==> config.mk <==
export PLATFORM = sky130hd
export DESIGN_NAME = ped_crossing_ctrl
export DESIGN_NICKNAME = d
export VERILOG_FILES = /design/src/rtl/ped_crossing_ctrl.sv
export SDC_FILE = /design/constraint.sdc
export NUM_CORES = 1
export LEC_CHECK = 0
export BUFFER_PORTS_ARGS = -buffer_cell sky130_fd_sc_hd__buf_2
export CAP_MARGIN = 20
export CORE_ASPECT_RATIO = 0.5
export CORE_MARGIN = 2
export CORE_UTILIZATION = 23
export CTS_BUF_LIST = sky130_fd_sc_hd__clkbuf_8
export DETAILED_ROUTE_END_ITERATION = 16
export HOLD_SLACK_MARGIN = 0.12
export PLACE_DENSITY_LB_ADDON = 0.12
export SYNTH_ARGS = -nofsm -noshare
export SYNTH_HDL_FRONTEND = slang
export SYNTH_SLANG_ARGS = --single-unit
==> constraint.sdc <==
create_clock -name clk -period 3.4 [get_ports clk]
set_clock_uncertainty 0.05 [all_clocks]
set_input_delay 0.17 -clock clk [delete_from_list [all_inputs] [get_ports clk]]
set_output_delay 0.17 -clock clk [all_outputs]
set_load 0.01 [all_outputs]
==> src/rtl/ped_crossing_ctrl.sv <==
// ped_crossing_ctrl
//   Pedestrian-crossing phase controller. It cycles WALK (green) -> FLASH (yellow)
//   -> STOP (red) -> WALK. Each phase counts down whole seconds from its own
//   duration to 1, paced by an internal prescaler. A pedestrian request shortens
//   STOP, pause freezes time, and a rising edge on change_state skips to the next
//   phase. A quick flag asks for a faster matrix animation near the end of WALK.
//
// Ports
//   clk           in   system clock
//   rst           in   asynchronous reset, active low
//   pause         in   level, freezes the prescaler and the countdown
//   change_state  in   level, a rising edge forces the next phase
//   ped_req       in   level, pedestrian button
//   red/yellow/green out  one-hot lamps, registered
//   phase         out  0=WALK 1=FLASH 2=STOP
//   sec_tens/ones out  BCD of the remaining seconds
//   quick         out  hurry flag, last QUICK_SEC seconds of WALK
//   ped_wait      out  pedestrian request latched and not yet served
//   tick          out  one-cycle strobe, once per second

module ped_crossing_ctrl #(
   parameter int TICK_DIV  = 50_000_000,
   parameter int WALK_SEC  = 15,
   parameter int FLASH_SEC = 3,
   parameter int STOP_SEC  = 20,
   parameter int QUICK_SEC = 5,
   parameter int PED_SEC   = 3
) (
   input  logic       clk,
   input  logic       rst,
   input  logic       pause,
   input  logic       change_state,
   input  logic       ped_req,
   output logic       red,
   output logic       yellow,
   output logic       green,
   output logic [1:0] phase,
   output logic [3:0] sec_ones,
   output logic [3:0] sec_tens,
   output logic       quick,
   output logic       ped_wait,
   output logic       tick
);

   localparam int PW = (TICK_DIV > 1) ? $clog2(TICK_DIV) : 1;

   generate
      if (TICK_DIV < 2 ||
          WALK_SEC < 1  || WALK_SEC > 99  ||
          FLASH_SEC < 1 || FLASH_SEC > 99 ||
          STOP_SEC < 1  || STOP_SEC > 99  ||
          QUICK_SEC < 0 || QUICK_SEC > 99 ||
          PED_SEC < 1   || PED_SEC > STOP_SEC) begin : g_param_err
         $error("ped_crossing_ctrl: illegal parameter set");
      end
   endgenerate

   typedef enum logic [1:0] {
      PH_WALK  = 2'd0,
      PH_FLASH = 2'd1,
      PH_STOP  = 2'd2
   } phase_t;

   phase_t          r_phase, w_phase_nx;
   logic [6:0]      r_rem, w_rem_nx;
   logic [PW-1:0]   r_presc, w_presc_nx;
   logic            r_cs_q;
   logic            r_ped_wait, w_ped_wait_nx;
   logic            r_red, r_yellow, r_green, r_quick;
   logic            w_tick, w_edge;

   function automatic phase_t f_next(input phase_t p);
      case (p)
         PH_WALK:  f_next = PH_FLASH;
         PH_FLASH: f_next = PH_STOP;
         default:  f_next = PH_WALK;
      endcase
   endfunction

   function automatic logic [6:0] f_dur(input phase_t p);
      case (p)
         PH_WALK:  f_dur = 7'(WALK_SEC);
         PH_FLASH: f_dur = 7'(FLASH_SEC);
         default:  f_dur = 7'(STOP_SEC);
      endcase
   endfunction

   // The strobe is decoded straight from the count, so pause masks it at once.
   assign w_tick = ~pause & (r_presc == PW'(TICK_DIV - 1));
   assign w_edge = change_state & ~r_cs_q;

   always_comb begin
      w_phase_nx    = r_phase;
      w_rem_nx      = r_rem;
      w_presc_nx    = r_presc;
      w_ped_wait_nx = r_ped_wait;

      if (!pause)
         w_presc_nx = w_tick ? '0 : r_presc + 1'b1;

      // A manual skip wins over the tick and restarts the second, even when
      // paused. Shortening STOP only happens on a cycle with no transition.
      if (w_edge) begin
         w_phase_nx = f_next(r_phase);
         w_rem_nx   = f_dur(w_phase_nx);
         w_presc_nx = '0;
      end else if (w_tick) begin
         if (r_rem > 7'd1) begin
            w_rem_nx = r_rem - 7'd1;
         end else begin
            w_phase_nx = f_next(r_phase);
            w_rem_nx   = f_dur(w_phase_nx);
         end
      end else if (r_phase == PH_STOP && r_ped_wait && r_rem > 7'(PED_SEC)) begin
         w_rem_nx = 7'(PED_SEC);
      end

      if (ped_req && r_phase != PH_WALK)
         w_ped_wait_nx = 1'b1;
      // Entering WALK serves the request, whatever caused the entry.
      if (w_phase_nx == PH_WALK && r_phase != PH_WALK)
         w_ped_wait_nx = 1'b0;
   end

   always_ff @(posedge clk or negedge rst) begin
      if (!rst) begin
         r_phase    <= PH_STOP;
         r_rem      <= 7'(STOP_SEC);
         r_presc    <= '0;
         r_cs_q     <= 1'b0;
         r_ped_wait <= 1'b0;
         r_red      <= 1'b1;
         r_yellow   <= 1'b0;
         r_green    <= 1'b0;
         r_quick    <= 1'b0;
      end else begin
         r_phase    <= w_phase_nx;
         r_rem      <= w_rem_nx;
         r_presc    <= w_presc_nx;
         r_cs_q     <= change_state;
         r_ped_wait <= w_ped_wait_nx;
         // Lamps follow the next state so they change on the same edge as phase.
         r_red      <= (w_phase_nx == PH_STOP);
         r_yellow   <= (w_phase_nx == PH_FLASH);
         r_green    <= (w_phase_nx == PH_WALK);
         r_quick    <= (w_phase_nx == PH_WALK) && (w_rem_nx <= 7'(QUICK_SEC));
      end
   end

   assign red      = r_red;
   assign yellow   = r_yellow;
   assign green    = r_green;
   assign phase    = r_phase;
   assign quick    = r_quick;
   assign ped_wait = r_ped_wait;
   assign tick     = w_tick;
   assign sec_tens = 4'(r_rem / 7'd10);
   assign sec_ones = 4'(r_rem % 7'd10);

endmodule

==> run summary <==
status: finished, final reports clean
final net count: 355
Post-DP HPWL: 5410 um
number of remaining DRC errors: 0
Final setup viols: 0
number of global-route vias before repair: 2535
Clock transition at path regs: 90 ps
Critical Path RT: 3180 ps
Layout fillers: 1282
via count: 2513
synth warn: 0
minimum clock period: 3260 ps
most used routing layer: met2
I/O Buffers: 20
Power Density: 617 nW/um^2
Num CTS Buffers: 5
Final Cycle Share: 95.7%
CORE AREA: 11800 um^2
Slew headroom: 35.1%
CP Capture Type: output port
Design Area, Final: 3250 um^2
io pins: 21
worst hold path class: in -> reg
drt first pass iters: 4
All-Layer GR Usage: 12.2%
number of synthesized flops with an enable pin: 0
asr flop ratio synth: 100%
Vias/cell: 4.93
CP Data Arrival Time: 3040 ps
drt wl/cell: 14.7 um
post-synth net total: 331
Area growth syn-to-layout: 17.5%
dpl ws: 219 ps
DIE WIDTH: 159 um
die height: 81.6 um
total die area: 13000 um^2
layout cells sized above 1: 18.3%
clk_lat worst skew: 310 ps
Synth Instances: 320
Clock Sinks: 41
total power: 2.01 mW
DP Area: 3050 um^2
post-route ant nets: 0
Max-Cap Viols: 0
CP startpoint kind: flop
GR Layer Usage met3: 2.17%
Post-Syn Area: 2770 um^2
register area share after synthesis: 37.2%
met1 Use GR: 15.9%
met2 usage: 20.6%
path type of the worst setup path: reg -> out
register bit total from synthesis: 41
pin count of the biggest net entering global routing: 42
total grt overflow: 0
CTS max path bufs: 2
Fin. Hold Viols: 0
FF/Latch Area: 1030 um^2
# diodes: 0
Max IR drop VDD: 0.334 mV
actual slew at the worst max-slew pin: 973 ps
area taken by multi-input logic gates: 1660 um^2
gpl congestion: 0.825
root buffer cell: clkbuf_8
first-pass GRT wire length: 12800 um
Final WS setup: 145 ps
Total Wirelength: 7500 um
Max Clk Rate: 0.307 GHz
Worst Setup SP: r_rem[4]
Starting DRT DRC Count: 150
num rows: 28
Starting Density: 23.5%
initial antenna violation count: 0
tightest hold margin: 177 ps
Avg Inst Size Synth: 8.66 um^2
RR Startpoint: r_presc[0]
CTS tree: yes
Cell variety after synth: 67
Hold Startpoint: ped_req
commonest non-fill, non-tap cell in the layout: dfrtp_1
Pleak: 1.32 nW
crit-path max FO: 6
leading cell types in the layout, fill and taps excluded: dfrtp_1, nor2_1, nand2_1
H-tree levels: 2
top_reg_cell synth: dfrtp_1
Slew Viols, Final: 0
==> metrics by stage <==
stage / util [%] / setup TNS, ps / cells
global placement: 25.9 / 0 / 494
global route: 27.6 / -69.8 / 510
detailed placement: 25.9 / 0 / 494
floorplan: - / 0 / 320
finish: 27.6 / 0 / 510
CTS: 27.1 / 0 / 506
==> worst paths after layout <==
check	endpoint	slack [ps]	cells after the start
max	sec_ones[1]	140	13
min	ped_wait	180	4
max reg2reg	r_presc[1]	890	7
min reg2reg	r_presc[5]	440	1
max in group asynchronous	r_rem[5]	2120	2
min in group asynchronous	r_presc[4]	500	2
==> critical path: stages (launching register included) <==
cell and delay (ps):
dfstp_2 590, buf_4 130, nand2b_1 190, a21o_1 130, nand2_1 110, xnor2_2 240
ha_4 190, nor2_1 80, mux2i_1 140, o21ai_1 100, a32o_1 250, a311o_1 310
xnor2_1 130, buf_2 140
==> kinds of logic (layout without fill, tap and decap cells) <==
logic type	count (synthesis)	in the layout	share of synthesized area (%)
buffers and inverters	28	53	4.11
XOR/XNOR	21	21	6.64
multiplexers	4	4	1.54
adder cells (fa/ha/maj)	6	6	2.71
flip-flops	41	41	37.2
AND/OR/NAND/NOR	146	146	30.2
AO/OA/AOI/OAI	74	74	17.6
==> final cells by class <==
| class | count | area share [%] |
|---|---|---|
| multi-input combinational | 251 | 51.1 |
| sequential | 41 | 31.8 |
| timing repair buffer | 34 | 6.46 |
| tap | 165 | 6.34 |
| clock buffer | 7 | 2.96 |
| inverter | 11 | 1.27 |
| clock inverter | 1 | 0.154 |
==> registers in the layout (all words and copies together), names as in the netlist <==
name      cells
r_cs_q        1
r_rem         7
yellow        1
quick         1
ped_wait      1
green         1
red           1
r_presc      26
phase         2
==> timing repair <==
item / in CTS / in global routing
hold buffers: 2 / 0
pin swaps: 0 / 3
setup buffers: 2 / 4
gates resized for setup: 1 / 7
hold endpoints to repair: 38 / 0
endpoints found under the setup margin: 3 / 3
==> Yosys cell counts, types with 5 or more instances <==
library cell | instances | area share, %
dfrtp_1 | 37 | 33
nor2_1 | 33 | 4.5
nand2_1 | 27 | 3.7
o21ai_1 | 22 | 4.0
nand3_1 | 16 | 2.9
a21oi_1 | 12 | 2.2
clkbuf_1 | 11 | 1.5
xor2_1 | 11 | 3.5
nand4_1 | 10 | 2.3
nor3_1 | 10 | 1.8
xnor2_1 | 10 | 3.2
inv_1 | 9 | 1.2
nand2b_1 | 7 | 1.6
nor2b_1 | 7 | 1.6
ha_1 | 6 | 2.7
and4_1 | 5 | 1.6
==> where the power goes <==
group | internal [mW] | leakage, nW | total [mW] | switching [mW]
logic | 0.424 | 0.736 | 0.969 | 0.545
clock network | 0.184 | 0.0542 | 0.363 | 0.179
registers | 0.575 | 0.531 | 0.676 | 0.101
==> metal layers <==
layer	vias to the layer above	part of all wire (%)
li1	1221	-
met1	1224	50
met2	54	45
met3	14	3.4
met4	0	2.2
met5	-	0
No activity file was read; power rests on OpenSTA's default activity.
